[config.mk]
export PLATFORM = sky130hd
export DESIGN_NAME = acc_multicycle_ctrl
export DESIGN_NICKNAME = d
export VERILOG_FILES = /design/src/rtl/acc_multicycle_ctrl.sv
export SDC_FILE = /design/constraint.sdc
export NUM_CORES = 1
export LEC_CHECK = 0
export ABC_AREA = 1
export CAP_MARGIN = 10
export CELL_PAD_IN_SITES_DETAIL_PLACEMENT = 1
export CELL_PAD_IN_SITES_GLOBAL_PLACEMENT = 2
export CORE_ASPECT_RATIO = 0.9
export CORE_MARGIN = 4
export CORE_UTILIZATION = 22
export CTS_BUF_LIST = sky130_fd_sc_hd__clkbuf_4
export DETAILED_ROUTE_END_ITERATION = 12
export HOLD_SLACK_MARGIN = 0.02
export PLACE_DENSITY = 0.78
export SLEW_MARGIN = 5
export SYNTH_ARGS = -nofsm -noshare
export SYNTH_HDL_FRONTEND = slang
export SYNTH_SLANG_ARGS = --single-unit
[constraint.sdc]
create_clock -name clk -period 1.4 [get_ports clk]
set_clock_uncertainty 0.15 [all_clocks]
set_input_delay 0.21 -clock clk [delete_from_list [all_inputs] [get_ports clk]]
set_output_delay 0.21 -clock clk [all_outputs]
set_load 0.03 [all_outputs]
[src/rtl/acc_multicycle_ctrl.sv]
// Multi-cycle fetch/decode/execute sequencer for the 3-bit-opcode accumulator
// datapath, sharing one variable-latency memory port with a wait timeout.
module acc_multicycle_ctrl #(
  parameter int unsigned TIMEOUT = 15,
  parameter int unsigned CW      = 4
) (
  input  logic       clk,
  input  logic       rst_n,
  input  logic       start,
  input  logic [2:0] opcode,
  input  logic       zero_ac,
  input  logic       mem_ready,
  output logic       mem_req,
  output logic       mem_we,
  output logic       adr_src,
  output logic       ld_ir,
  output logic       ld_pc,
  output logic [1:0] pc_src,
  output logic       ld_ac,
  output logic [1:0] ac_src,
  output logic       alu_op,
  output logic       busy,
  output logic       halted,
  output logic       mem_err,
  output logic [2:0] state_dbg
);

  typedef enum logic [2:0] {
    S_IDLE   = 3'd0,
    S_FETCH  = 3'd1,
    S_DECODE = 3'd2,
    S_MEM    = 3'd3,
    S_HALT   = 3'd4,
    S_ERR    = 3'd5
  } state_e;

  typedef enum logic [2:0] {
    OP_LOAD  = 3'd0,
    OP_STORE = 3'd1,
    OP_ADD   = 3'd2,
    OP_SUB   = 3'd3,
    OP_JMP   = 3'd4,
    OP_JZ    = 3'd5,
    OP_LDI   = 3'd6,
    OP_HALT  = 3'd7
  } op_e;

  localparam logic [CW-1:0] TO = CW'(TIMEOUT);

  state_e        state_q, state_d;
  logic [CW-1:0] cnt_q, cnt_d;
  logic          start_q;
  logic          start_rise;
  logic          wait_expired;
  op_e           op;

  assign op           = op_e'(opcode);
  assign start_rise   = start & ~start_q;
  // The cycle the counter sits at TIMEOUT is the last chance: ready there still wins.
  assign wait_expired = (TIMEOUT != 0) && (cnt_q == TO);
  assign state_dbg    = state_q;

  always_ff @(posedge clk or negedge rst_n) begin
    if (!rst_n) begin
      state_q <= S_IDLE;
      cnt_q   <= '0;
      start_q <= 1'b0;
    end else begin
      state_q <= state_d;
      cnt_q   <= cnt_d;
      start_q <= start;
    end
  end

  always_comb begin
    state_d = state_q;
    cnt_d   = cnt_q;
    mem_req = 1'b0;
    mem_we  = 1'b0;
    adr_src = 1'b0;
    ld_ir   = 1'b0;
    ld_pc   = 1'b0;
    pc_src  = 2'b00;
    ld_ac   = 1'b0;
    ac_src  = 2'b00;
    alu_op  = 1'b0;
    busy    = 1'b0;
    halted  = 1'b0;
    mem_err = 1'b0;

    case (state_q)
      S_IDLE: begin
        if (start_rise) state_d = S_FETCH;
      end

      S_FETCH: begin
        busy    = 1'b1;
        mem_req = 1'b1;
        if (mem_ready) begin
          ld_ir   = 1'b1;
          ld_pc   = 1'b1;
          cnt_d   = '0;
          state_d = S_DECODE;
        end else if (wait_expired) begin
          cnt_d   = '0;
          state_d = S_ERR;
        end else if (TIMEOUT != 0) begin
          cnt_d = cnt_q + CW'(1);
        end
      end

      S_DECODE: begin
        busy = 1'b1;
        case (op)
          OP_LOAD, OP_STORE, OP_ADD, OP_SUB: state_d = S_MEM;
          OP_JMP: begin
            ld_pc   = 1'b1;
            pc_src  = 2'b01;
            state_d = S_FETCH;
          end
          OP_JZ: begin
            ld_pc   = zero_ac;
            pc_src  = zero_ac ? 2'b01 : 2'b00;
            state_d = S_FETCH;
          end
          OP_LDI: begin
            ld_ac   = 1'b1;
            ac_src  = 2'b10;
            state_d = S_FETCH;
          end
          default: state_d = S_HALT;
        endcase
      end

      S_MEM: begin
        busy    = 1'b1;
        mem_req = 1'b1;
        adr_src = 1'b1;
        mem_we  = (op == OP_STORE);
        alu_op  = (op == OP_SUB);
        if (mem_ready) begin
          cnt_d   = '0;
          state_d = S_FETCH;
          case (op)
            OP_LOAD: begin
              ld_ac  = 1'b1;
              ac_src = 2'b01;
            end
            OP_ADD, OP_SUB: ld_ac = 1'b1;
            default: ld_ac = 1'b0;
          endcase
        end else if (wait_expired) begin
          cnt_d   = '0;
          state_d = S_ERR;
        end else if (TIMEOUT != 0) begin
          cnt_d = cnt_q + CW'(1);
        end
      end

      S_HALT: begin
        halted = 1'b1;
        if (start_rise) state_d = S_FETCH;
      end

      S_ERR: begin
        mem_err = 1'b1;
        if (start_rise) state_d = S_IDLE;
      end

      default: begin
        cnt_d   = '0;
        state_d = S_IDLE;
      end
    endcase
  end

endmodule

; After elaboration in Yosys (flattened, before gate mapping)
; Cells that the tools add are included.
[op_classes]
multipliers = 0
order_cmp = 0
shift = 0
addsub = 1
bitwise_logic = 2
div = 0
reduce_logical = 10
n_mux = 32
eq_ne = 14
[ops]
columns = operator, count
row1 = two-way mux 1 bit, 16
row2 = "== test 3 bit, second input constant", 5
row3 = two-way mux 3 bit, 5
row4 = one-hot mux 3 bit (5 select lines), 1
row5 = "== test 3 x 2 -> 1 bit, second input constant", 4
row6 = OR reduction 3 bit, 3
row7 = two-way mux 4 bit, 2
row8 = one-hot mux 1 bit (2 select lines), 4
row9 = one-hot mux 4 bit (2 select lines), 1
row10 = OR reduction 4 bit, 2
row11 = "== test 3 x 1 -> 1 bit, second input constant", 2
row12 = zero test 3 bit, 2
row13 = one-hot mux 3 bit (2 select lines), 1
row14 = "adder 4 x 1 -> 4 bit, second input constant", 1
row15 = "== test 4 bit, second input constant", 1
row16 = one-hot mux 2 bit (2 select lines), 1
row17 = OR reduction 2 bit, 2
row18 = two-way mux 2 bit, 1
row19 = "!= test 2 x 1 -> 1 bit, second input constant", 1
row20 = "!= test 2 bit, second input constant", 1
row21 = AND reduction 2 bit, 1
row22 = AND 1 bit, 1
row23 = inverter 1 bit, 1
[totals]
mem_count = 0
input_bits = 8
latch_bits = 0
wordCells = 62
mem_bits_rw = 0
romBits = 0
output_inout_bits = 17
reg_bits = 8

; Logic depth before layout (Yosys ltp)
; Gate-level depths: netlist of the first run.
[depth]
ltp_word = 5
ltp_mapped = 6
ltp_nobuf = 6

; Worst setup path before layout of the first run
; OpenSTA, ideal clock, no wires.
[synth_path]
path_type = register -> output
from = register state_q[0], in the netlist state_dbg[0]
to = output port alu_op
n_path_buf = 0
slack_ns = -0.623
arrival_ns = 1.663
t_required_ns = 1.040
path_stages_with_launch = 5
path_cell_list = dfrtp_1 -> inv_2 -> nor2_4 -> nand2_2 -> nor4_2
[synth_between]
elab_chain_cells = 2
[synth_lines]
columns = element, line_no
row1 = from (decl), 50  ; state_e state_q, state_d;
row2 = from (signal assigned), 69  ; state_q <= state_d;
row3 = == test 3 x 2 -> 1 bit, 91  ; case (state_q)
row4 = two-way mux 1 bit, 91
row5 = to (decl), 21  ; output logic alu_op,
; No other way between the ends.

; Worst setup path in the final report of the first run
[layout_path]
from = register state_q[2], in the netlist state_dbg[2]
to = output port ld_pc
[layout_between]
elab_chain_cells = 2
elab_cells_between_ends = 3
classes_between = eq/ne: 2 / mux: 1
[layout_lines]
columns = element, line_no
row1 = == test 3 x 2 -> 1 bit / == test 3 x 1 -> 1 bit (equally long branches), 91
row2 = one-hot mux 1 bit (2 select lines) *, 91
row3 = to (decl), 17  ; output logic ld_pc,
; Mark *: on every way between the ends. The rest lies on a longest branch, timed or not.

==> impl_results.md, run 1 <==
* Failing checks: setup timing
* Synthesized cell area at 583 um^2
* Worst Path Max Fanout at 4
* Area contributors post-synth: dfrtp_1 (34%), nand2_1 (12%), nand3_1 (9.4%)
* Post-route cell area at 1170 um^2
* N_diodes at 0
* Number of global-route vias before repair at 837
* Cell count after synthesis at 81
* Mapped Nets at 90
* RSZ-0062 raised after global routing: yes
* VDD IR max at 0.000870 V
* Drt total wl at 2.10 mm
* Post-route total power at 2.12 mW
* CP Launch Type: register
* CTS Buf Count at 3
* Worst-skew pair later-pin latency at 0.25 ns
* DP Area at 1010 um^2
* Outcome: finished, violations left
* Worst setup margin at -0.335 ns
* TritonCTS Sinks at 8
* R2R Setup Slk at -0.14 ns
* DR WL/cell at 13.2 um
* I/O pin total at 25
* Met2 Routed Length at 1.14 mm
* Syn. warnings at 0
* Wl on met1 at 837 um
* Fmax achieved at 576 MHz
* Antenna-violating nets left at 0
* DRC at 0
* Die Span X at 62.3 um
* Die Area at 3540 um^2
* Gpl congestion at 0.668
* Final net count at 141
* Initial antenna violation count at 0
* Starting density of the core at 23.4%
* Seq/Total Area, Yosys at 34.3%
* Hold_ws at 0.0849 ns
* CTS root buffer: clkbuf_4
* Pre-Repair DR Iteration Count at 4
* H-tree Lvls at 1
* CTS Hold Bufs at 0
* Pin count of the biggest net entering global routing at 9
* Worst-path clk slew at 0.06 ns
* Top cell type's share of synthesized area at 34.3%
* Layout area overhead at 101%
* Leakage at 0.569 nW
* #FFs+latches synth at 8
* Type of the worst min-delay path: in2async
* PortBufs at 23
* PD cells at 1820 nW/um^2
* Row cnt at 17
* Final number of setup-violating endpoints at 15
* Critical Path Sink Type: output port
* Synth unique cells at 23
* Most frequent cells in the layout: buf_4 (28), nand2_1 (14), buf_6 (13)
* Worst Path Arrival at 1.37 ns
* Most common cell after layout, fill and taps aside: buf_4
* Hold Fails Final Rpt at 0
* Tot GR Track Use at 12.6%
* Fraction of layout cells with a size suffix above 1 at 60.3%
* Core region area at 2490 um^2
* Wire length of the first global-routing pass at 3.68 mm
* Post-synth top area cell: dfrtp_1
* CTS tree: done
* Period Utilization, post-route at 124%
* Top Layer Used: met3
* Routed wl met3 at 118 um
* Congestion Overflow GR at 0
* Die Ht at 56.8 um
* Avg Inst Size Synth at 7.20 um^2
* Drt first-iter violations at 15
* Total number of vias at 716
* Post-DP HPWL at 1.58 mm
* Vias/cell at 4.50
* Max Slew Vio Count at 0
* Min cycle time layout at 1.73 ns
* Critical Path RT at 1.04 ns
* Max-cap violations at 0
* Setup Crit Path Kind: reg2out
* CTS Buffer Depth at 2
-- through the flow --
| step | utilization (%) | instances | worst slack (ns) | setup TNS, ns |
|---|---|---|---|---|
| after detailed placement | 40.5 | 147 | -0.353 | -2.64 |
| after floorplan | - | 81 | -0.425 | -2.40 |
| after global placement | 40.5 | 147 | -0.318 | -2.39 |
| after CTS | 45.6 | 157 | -0.336 | -3.67 |
| after global routing | 47.0 | 159 | -0.438 | -4.93 |
| final | 47.0 | 159 | -0.335 | -3.65 |
-- registers in the layout, indices dropped and copies added, names as in the netlist --
signal     cells
state_dbg      3
start_q        1
cnt_q          4
-- layer usage --
layer,track usage [%],up-vias
li1,-,361
met1,13.7,331
met2,24.3,24
met3,2.60,0
met4,3.64,0
met5,0,-
-- cell type report --
class / count / area [um^2]
clock buffers: 4 / 30.0
fillers: 310 / 1320
inverters: 13 / 51.3
multi-input cells: 58 / 425
flip-flops and latches: 8 / 204
well taps: 28 / 35.0
repair buffers: 48 / 424
-- final timing paths --
check,startpoint,to,depth (start not counted)
max in group asynchronous,rst_n,state_dbg[2],1
setup / recovery,state_dbg[2],ld_pc,6
hold reg to reg,cnt_q[1],cnt_q[1],2
setup reg to reg,state_dbg[2],state_dbg[1],8
hold / removal,rst_n,start_q,1
min in group clk,start,start_q,1
-- kinds of logic after synthesis --
logic type / after synthesis / share of synthesized area [%]
and+or+nand+nor: 45 / 39.3
buffers and inverters: 15 / 10.5
AOI/OAI and AO/OA: 10 / 11.6
DFF: 8 / 34.3
xor gates and xnor gates: 1 / 1.50
adders and majority gates: 1 / 2.15
other: 1 / 0.643
-- report_power, final --
group          total [mW]  internal, mW  switching, mW  leakage (nW)
clock network       0.217         0.129         0.0880        0.0184
registers           0.410         0.301          0.109        0.0996
logic                1.50         0.692          0.806         0.451
-- critical path, stage by stage (launching register included) --
cell     delay (ns)
dfrtp_2        0.44
nor2_4         0.19
inv_2          0.06
nor2_2         0.09
nand2_2        0.11
o21ai_4        0.08
buf_6          0.14
-- cells in the mapped netlist --
master    count
nor3_2        2
o211ai_2      1
o21ai_2       1
o22ai_1       1
buf_4         1
ha_1          1
dfrtp_1       8
nand4_1       2
nand3_1      11
inv_1        10
o21ai_1       5
or2_1         1
clkbuf_2      1
nor2_2        2
nor2_4        1
nand2_2       2
nor4_2        1
o211ai_1      2
conb_1        1
xnor2_1       1
nand2_1      18
nor2_1        5
inv_2         3
-- what timing repair did --
item,4_1_cts,5_1_grt
resized for setup,19,8
buffers inserted,6,3
setup endpoints to repair,13,22
pin swaps,4,1
hold endpoints to repair,0,0
gates cloned,0,0
No activity file was read; power rests on OpenSTA's default activity.
==> inputs of run 2 (changes only) <==
--- a/config.mk
+++ b/config.mk
@@ -11,11 +11,10 @@
 export CELL_PAD_IN_SITES_GLOBAL_PLACEMENT = 2
 export CORE_ASPECT_RATIO = 0.9
 export CORE_MARGIN = 4
-export CORE_UTILIZATION = 22
-export CTS_BUF_LIST = sky130_fd_sc_hd__clkbuf_4
+export CORE_UTILIZATION = 21
 export DETAILED_ROUTE_END_ITERATION = 12
 export HOLD_SLACK_MARGIN = 0.02
-export PLACE_DENSITY = 0.78
+export PLACE_DENSITY = 0.74
 export SLEW_MARGIN = 5
 export SYNTH_ARGS = -nofsm -noshare
 export SYNTH_HDL_FRONTEND = slang
==> constraint.sdc (replaced) <==
create_clock -name clk -period 1.4 [get_ports clk]
set_clock_uncertainty 0.15 [all_clocks]
set_input_delay 0.14 -clock clk [delete_from_list [all_inputs] [get_ports clk]]
set_output_delay 0.14 -clock clk [all_outputs]
set_load 0.03 [all_outputs]
==> impl_results.md, run 2 (synthesis gave the netlist of run 1 again) <==
* Logic pwr share at 70.6% (was 70.5%)
* Leakage at 0.574 nW (was 0.569 nW)
* TritonCTS Sinks at 8 (unchanged)
* CP Launch Type: register (unchanged)
* Initial antenna violation count at 0 (unchanged)
* Setup Crit Path Kind: reg2out (unchanged)
* Largest register by flop count: cnt_q (unchanged)
* Type of the worst min-delay path: in2reg (was in2async)
* Final core occ at 46.5% (was 47.0%)
* Tot GR Track Use at 11.3% (was 12.6%)
* Post-route cell area at 1190 um^2 (was 1170 um^2)
* Core region area at 2550 um^2 (was 2490 um^2)
* Critical Path RT at 1.11 ns (was 1.04 ns)
* Die Area at 3680 um^2 (was 3540 um^2)
* Worst-skew pair later-pin latency at 0.26 ns (was 0.25 ns)
* VDD IR max at 0.000726 V (was 0.000870 V)
* Worst-path clk slew at 0.06 ns (about the same)
* DR WL/cell at 12.7 um (was 13.2 um)
* Max reg flops at 4 (unchanged)
* Drt first-iter violations at 7 (was 15)
* PortBufs at 23 (unchanged)
* I/O pin total at 25 (unchanged)
* Filler cells at 313 (was 310)
* Outcome: finished, violations left (unchanged)
* Final net count at 143 (was 141)
* Wire length of the first global-routing pass at 3.35 mm (was 3.68 mm)
* Number of global-route vias before repair at 765 (was 837)
* Drt total wl at 2.04 mm (was 2.10 mm)
* Worst Path Arrival at 1.37 ns (about the same)
* CTS tree: done (unchanged)
* DP Area at 986 um^2 (was 1010 um^2)
* Period Utilization, post-route at 118% (was 124%)
* Int Pwr at 1.10 mW (was 1.12 mW)
* Final number of setup-violating endpoints at 17 (was 15)
* Final Non-Filler Cells at 161 (was 159)
* N_diodes at 0 (unchanged)
* CTS Buffer Depth at 2 (unchanged)
* Critical Path Sink Type: output port (unchanged)
* Fmax achieved at 603 MHz (was 576 MHz)
* Most frequent cells in the layout: buf_4 (26), nand2_1 (15), buf_6 (15) (was buf_4 (28), nand2_1 (14), buf_6 (13))
* Pin count of the biggest net entering global routing at 10 (was 9)
* RSZ-0062 raised after global routing: yes (unchanged)
* Pre-Repair DR Iteration Count at 2 (was 4)
* Failing checks: setup timing (unchanged)
* Sequential Power Share at 19.7% (was 19.3%)
* Worst setup margin at -0.258 ns (was -0.335 ns)
* Post-place setup slack at -0.199 ns (was -0.353 ns)
* DRC at 0 (unchanged)
* NetSw at 985 uW (was 1.00 mW)
* Most common cell after layout, fill and taps aside: buf_4 (unchanged)
* Post-DP HPWL at 1.59 mm (was 1.58 mm)
* Gpl congestion at 0.671 (was 0.668)
* Max Slew Vio Count at 0 (unchanged)
* Sw frac at 47.2% (about the same)
* CTS root buffer: clkbuf_4 (unchanged)
* Die Ht at 58.0 um (was 56.8 um)
* H-tree Lvls at 1 (unchanged)
* Hold Fails Final Rpt at 0 (unchanged)
* Min cycle time layout at 1.66 ns (was 1.73 ns)
* Worst Path Max Fanout at 4 (unchanged)
* Vias/cell at 4.47 (was 4.50)
* Antenna-violating nets left at 0 (unchanged)
* Total number of vias at 719 (was 716)
* Congestion Overflow GR at 0 (unchanged)
* PD cells at 1760 nW/um^2 (was 1820 nW/um^2)
* Die Span X at 63.5 um (was 62.3 um)
* Setup TNS at -2.87 ns (was -3.65 ns)
* Power share of the clock group at 9.6% (was 10.2%)
* CTS Buf Count at 3 (unchanged)
* Row cnt at 17 (unchanged)
* Fraction of layout cells with a size suffix above 1 at 54.9% (was 60.3%)
* Layout area overhead at 103% (was 101%)
* Starting density of the core at 22.8% (was 23.4%)
* Placed Cells at 145 (was 147)
* Max-cap violations at 0 (unchanged)
run 2: worst paths after layout:
path / depth (start not counted) / startpoint / slack [ns] / end
setup / recovery: 6 / state_dbg[2] / -0.26 / ld_pc
hold / removal: 1 / start / 0.21 / start_q
setup reg to reg: 8 / state_dbg[2] / -0.15 / state_dbg[1]
hold reg to reg: 2 / cnt_q[1] / 0.38 / cnt_q[1]
max in group asynchronous: 2 / rst_n / 0.28 / state_dbg[2]
min in group asynchronous: 2 / rst_n / 0.54 / cnt_q[1]
run 2: cell type report:
| class | instances | area [um^2] | share of cell area (%) |
|---|---|---|---|
| repair buffers | 50 | 454 | 38.3 |
| multi-input cells | 58 | 413 | 34.8 |
| flip-flops and latches | 8 | 204 | 17.2 |
| inverters | 13 | 53.8 | 4.54 |
| well taps | 28 | 35.0 | 2.95 |
| clock buffers | 4 | 26.3 | 2.22 |
run 2: routing by layer:
metal	wire (um)	vias to the layer above	track usage, %
met3	120	0	4.07
met2	994	25	19.8
met1	925	330	13.5
met4	0	0	1.85
met5	0	-	0
li1	-	364	-
run 2: power groups by stage:
stage          clock, mW  sequential [mW]  combinational [mW]
3_5_place_dp           0            0.411                1.18
4_1_cts            0.206            0.414                1.32
2_1_floorplan          0            0.429               0.683
6_report           0.201            0.412                1.48
3_3_place_gp           0            0.409                1.16
5_1_grt            0.221            0.426                1.58
run 2: repair_timing:
action / in CTS / in global routing
setup buffers: 4 / 8
hold buffers: 1 / 0
endpoints found under the setup margin: 14 / 20
cloned: 0 / 0
gates resized for setup: 15 / 10
pin swaps: 3 / 3
hold endpoints to repair: 8 / 0
run 2: stage by stage:
stage,hold slack [ns],power (mW)
final,0.208,2.09
after global routing,0.215,2.23
after CTS,0.210,1.94
after detailed placement,0.290,1.59
after global placement,0.288,1.57
after floorplan,-0.306,1.11
run 2: critical path, cell delays in order, from the launching register on:
cell,delay [ns]
dfrtp_2,0.44
nor2_4,0.19
inv_2,0.06
nor2_2,0.09
nand2_2,0.11
o21ai_4,0.08
buf_6,0.14
==> inputs of run 3 (changes only) <==
--- a/config.mk
+++ b/config.mk
@@ -10,7 +10,7 @@
 export CELL_PAD_IN_SITES_DETAIL_PLACEMENT = 1
 export CELL_PAD_IN_SITES_GLOBAL_PLACEMENT = 2
 export CORE_ASPECT_RATIO = 0.9
-export CORE_MARGIN = 4
+export CORE_MARGIN = 3
 export CORE_UTILIZATION = 21
 export DETAILED_ROUTE_END_ITERATION = 12
 export HOLD_SLACK_MARGIN = 0.02
==> impl_results.md, run 3 (synthesis gave the netlist of run 1 again) <==
* Outcome: finished, violations left (unchanged)
* Failing checks: setup timing (unchanged)
* Buffers & Inverters on Critical Path at 3 (was 2)
* Final core occ at 45.4% (was 46.5%)
* DRC at 0 (unchanged)
* Most frequent cells in the layout: buf_4 (21), buf_6 (15), nand2_1 (14) (was buf_4 (26), nand2_1 (15), buf_6 (15))
* Worst-skew pair later-pin latency at 0.26 ns (about the same)
* Row cnt at 17 (unchanged)
* CP Launch Type: register (unchanged)
* Max stage delay on crit path at 0.42 ns (was 0.44 ns)
* Type of the worst min-delay path: in2reg (unchanged)
* DP Area at 978 um^2 (was 986 um^2)
* TritonCTS Sinks at 8 (unchanged)
* Worst-path clk slew at 0.05 ns (was 0.06 ns)
* Wire length of the first global-routing pass at 3.48 mm (was 3.35 mm)
* Largest register by flop count: cnt_q (unchanged)
* Layout area overhead at 98.7% (was 103%)
* Cell Chain, Critical Path: inv_2 -> nor2_4 -> inv_2 -> nor2_2 -> nand2_2 -> o21ai_4 -> buf_6 (was nor2_4 -> inv_2 -> nor2_2 -> nand2_2 -> o21ai_4 -> buf_6)
* CTS root buffer: clkbuf_4 (unchanged)
* Reg2reg end: state_dbg[1] (unchanged)
* Final net count at 139 (was 143)
* DR WL/cell at 12.6 um (was 12.7 um)
* Period Utilization, post-route at 117% (was 118%)
* Most common cell after layout, fill and taps aside: buf_4 (unchanged)
* Critical Path RT at 1.11 ns (about the same)
* Drt total wl at 1.99 mm (was 2.04 mm)
* Post-route cell area at 1160 um^2 (was 1190 um^2)
* Max-cap violations at 0 (unchanged)
* CTS Buf Count at 3 (unchanged)
* Min cycle time layout at 1.63 ns (was 1.66 ns)
* Number of global-route vias before repair at 781 (was 765)
* Worst Path Arrival at 1.34 ns (was 1.37 ns)
* R2R cell count at 8 (unchanged)
* Vias/cell at 4.67 (was 4.47)
* Antenna-violating nets left at 0 (unchanged)
* Hold endpoint: start_q (unchanged)
* Post-DP HPWL at 1.57 mm (was 1.59 mm)
* Final number of setup-violating endpoints at 15 (was 17)
* CTS tree: done (unchanged)
* Worst Path Max Fanout at 4 (unchanged)
* Congestion Overflow GR at 0 (unchanged)
* N_diodes at 0 (unchanged)
* RSZ-0062 raised after global routing: yes (unchanged)
* CP delay by family, top: flip-flops (unchanged)
* H-tree Lvls at 1 (unchanged)
* Tot GR Track Use at 13.0% (was 11.3%)
* CTS Buffer Depth at 2 (unchanged)
* Critical-path top delay cell: dfrtp_2 (unchanged)
* Core region area at 2550 um^2 (unchanged)
* Filler cells at 310 (was 313)
* R2R Setup Slk at 0 ns (was -0.15 ns)
* Starting density of the core at 22.8% (unchanged)
* Setup Crit Path Kind: reg2out (unchanged)
* Max Slew Vio Count at 0 (unchanged)
* Drt first-iter violations at 16 (was 7)
* Worst r2r src: state_dbg[0] (was state_dbg[2])
* Most used cell, CP: inv_2
* Die Area at 3450 um^2 (was 3680 um^2)
* Die Ht at 56.0 um (was 58.0 um)
* Fraction of layout cells with a size suffix above 1 at 55.8% (was 54.9%)
* Pin count of the biggest net entering global routing at 9 (was 10)
* Hold Fails Final Rpt at 0 (unchanged)
* VDD IR max at 0.000743 V (was 0.000726 V)
* Initial antenna violation count at 0 (unchanged)
* Worst setup margin at -0.231 ns (was -0.258 ns)
* Die Span X at 61.5 um (was 63.5 um)
* Hold_ws at 0.215 ns (was 0.208 ns)
* Max reg flops at 4 (unchanged)
* Pre-Repair DR Iteration Count at 3 (was 2)
* Final Non-Filler Cells at 157 (was 161)
* Placed Cells at 144 (was 145)
* HP Start: start (unchanged)
* PD cells at 1770 nW/um^2 (was 1760 nW/um^2)
* Leakage at 0.564 nW (was 0.574 nW)
* Gpl congestion at 0.681 (was 0.671)
* I/O pin total at 25 (unchanged)
* PortBufs at 23 (unchanged)
* Critical Path Sink Type: output port (unchanged)
* Total number of vias at 733 (was 719)
* Worst path depth at 7 (was 6)
* WHS Path Cells at 1 (unchanged)
* Fmax achieved at 613 MHz (was 603 MHz)
-- run 3: changes by cell type in the layout (fill, tap and decap cells not counted), sizes merged --
| cell | before | now |
|---|---|---|
| dlygate4sd2 | 0 | 2 |
| dlymetal6s2s | 0 | 1 |
| clkdlybuf4s50 | 7 | 5 |
| clkdlybuf4s15 | 1 | 0 |
| buf | 41 | 37 |
-- run 3: layer usage --
| layer | wire length (um) | GRT usage [%] |
|---|---|---|
| met1 | 882 | 16.7 |
| met2 | 949 | 20.3 |
| met3 | 146 | 5.57 |
| met4 | 7 | 1.82 |
| met5 | 0 | 0 |
-- run 3: area by class of cell --
type                       instances  area, um^2  area share (%)
inverter                          13        51.3            4.43
timing repair buffer              46         422            36.4
sequential                         8         204            17.6
multi-input combinational         58         420            36.3
tap                               28        35.0            3.02
clock buffer                       4        26.3            2.27
-- run 3: how the worst max path moves through the flow --
stage	slack, ns	start	to
after floorplan	-0.36	state_dbg[0]	alu_op
after global placement	-0.18	opcode[1]	alu_op
after detailed placement	-0.21	opcode[1]	alu_op
after CTS	-0.25	state_dbg[2]	alu_op
after global routing	-0.33	state_dbg[0]	alu_op
final	-0.23	state_dbg[0]	ld_pc
-- run 3: what timing repair did --
item,in CTS,in global routing
endpoints found under the hold margin,4,0
buffers inserted,7,2
gates resized for setup,21,9
pin swaps,5,2
setup endpoints to repair,14,18
hold buffers,1,0
gates cloned,0,0
-- run 3: where the power goes --
group	leakage, nW	switching (mW)	internal [mW]	total (mW)
sequential	0.0996	0.112	0.302	0.413
combinational	0.450	0.790	0.656	1.45
clock	0.0150	0.0830	0.109	0.192
total	0.564	0.984	1.07	2.05
-- run 3: stage by stage --
step	setup slack, ns	setup TNS [ns]	power [mW]
2_1_floorplan	-0.355	-1.59	1.11
3_3_place_gp	-0.181	-0.920	1.54
3_5_place_dp	-0.207	-0.966	1.56
4_1_cts	-0.249	-2.39	1.96
5_1_grt	-0.327	-3.61	2.22
6_report	-0.231	-2.24	2.05
-- run 3: worst reg2reg max path: cells and delay by family (launching register included) --
family / cells / cell delay [ns]
buffers and inverters: 4 / 0.40
flip-flops: 1 / 0.42
AND/OR/NAND/NOR: 4 / 0.39
==> patch (flow settings as in run 3) <==
`CW`: 4 -> 5.
--- a/src/rtl/acc_multicycle_ctrl.sv
+++ b/src/rtl/acc_multicycle_ctrl.sv
@@ -2,7 +2,7 @@
 // datapath, sharing one variable-latency memory port with a wait timeout.
 module acc_multicycle_ctrl #(
   parameter int unsigned TIMEOUT = 15,
-  parameter int unsigned CW      = 4
+  parameter int unsigned CW      = 5
 ) (
   input  logic       clk,
   input  logic       rst_n,
Formal check against the unedited RTL: no difference found for any inputs over 10 cycles, from zero or initial values and one cycle with rst_n low; that may be too few to reach the edited logic, so the function may still have changed.
==> patch against run 3 <==
- the flow still finishes with violations (setup timing)
- critical path depth is the same
- global-route usage grew 0.42 points
- final area grew 12%
- sequential cell count grew 1
- total power grew 9.9%
- fmax shrank 2.4%
- register-to-register slack lost 190 ps
- wire length grew 16%
- worst setup slack lost 40 ps
- area after synthesis grew 4.3%
- critical endpoint is now ac_src[0]
- largest power group unchanged
- highest routed layer unchanged
==> patch: results (changes against run 3) <==
layout:
  finish.instance_area_um2: 1300  # was 1160 um^2
  fin_cells: 181  # was 157
  final_layout_size_suffix_gt1_frac: 0.545  # was 0.558
  fillCellCount: 320  # was 310
  largest_register_ffs: 5  # was 4
logic_synthesis:
  synth_area_leaders: "dfrtp_1 37%, nand2_1 14%, inv_1 6.8%"  # was dfrtp_1 34%, nand2_1 12%, nand3_1 9.4%
  yosysSeqAreaShare: 0.370  # was 0.343
  avgSynthCellArea_um2: 6.91  # was 7.20 um^2
  synth_compound_area_frac: 0.123  # was 0.116
  synth-adder-area-share: 0.0206  # was 0.0215
  synth_fp_nets: 97  # was 90
  synthTopCellsByCount: "22 x nand2_1, 11 x inv_1, 9 x dfrtp_1, 8 x nor2_1, 7 x nand3_1"  # was 18 x nand2_1, 11 x nand3_1, 10 x inv_1, 8 x dfrtp_1
global_routing:
  use_met3: 0.0315  # was 0.0557
  grt_max_degree: 10  # was 9
  grt_pass1_wl_um: 3810  # was 3480 um
  grt_pass1_vias: 793  # was 781
routing:
  first_pass_iters: 2  # was 3
  wl_met3_um: 62  # was 146 um
  dr_wl_met2_um: 1120  # was 949 um
worst_hold_path:
  min_path_type: "input port to asynchronous set/reset pin"  # was input port to flip-flop
placed_design:
  dp_cells: 163  # was 144
  place_hpwl_um: 1640  # was 1570 um
  place_congestion: 0.748  # was 0.681
timing:
  worst_slack_ps: -271  # was -231 ps
  setup-violations-final: 23  # was 15
critical_path:
  r2r_cells: 9  # was 8
outcome:
  violations: "setup timing"  # unchanged
  status: "finished with violations"  # unchanged
pwr:
  p_leak_nw: 0.626  # was 0.564 nW
patch: repair_timing:
item / CTS / global route
pin swaps: 10 / 8
buffers inserted: 10 / 4
gates resized for setup: 33 / 11
endpoints found under the setup margin: 18 / 23
endpoints found under the hold margin: 0 / 0
patch: final timing paths:
kind	endpoint	slack (ps)	from
setup / recovery	ac_src[0]	-270	state_dbg[2]
hold / removal	cnt_q[1]	20	rst_n
setup reg to reg	cnt_q[2]	-190	state_dbg[2]
hold reg to reg	cnt_q[1]	380	cnt_q[1]
max in group asynchronous	state_dbg[0]	760	rst_n
min in group clk	start_q	190	start
patch: layout make-up:
cell class | count | area share
repair buffers | 52 | 0.371
multi-input cells | 63 | 0.347
flip-flops and latches | 9 | 0.176
inverters | 15 | 0.0490
well taps | 38 | 0.0365
clock buffers | 4 | 0.0202
patch: report_power, final:
group	internal [mW]	switching, mW	leakage [nW]	total, mW
Combinational	0.740	0.875	0.498	1.61
Clock	0.110	0.101	0.0150	0.211
Sequential	0.331	0.0982	0.113	0.429
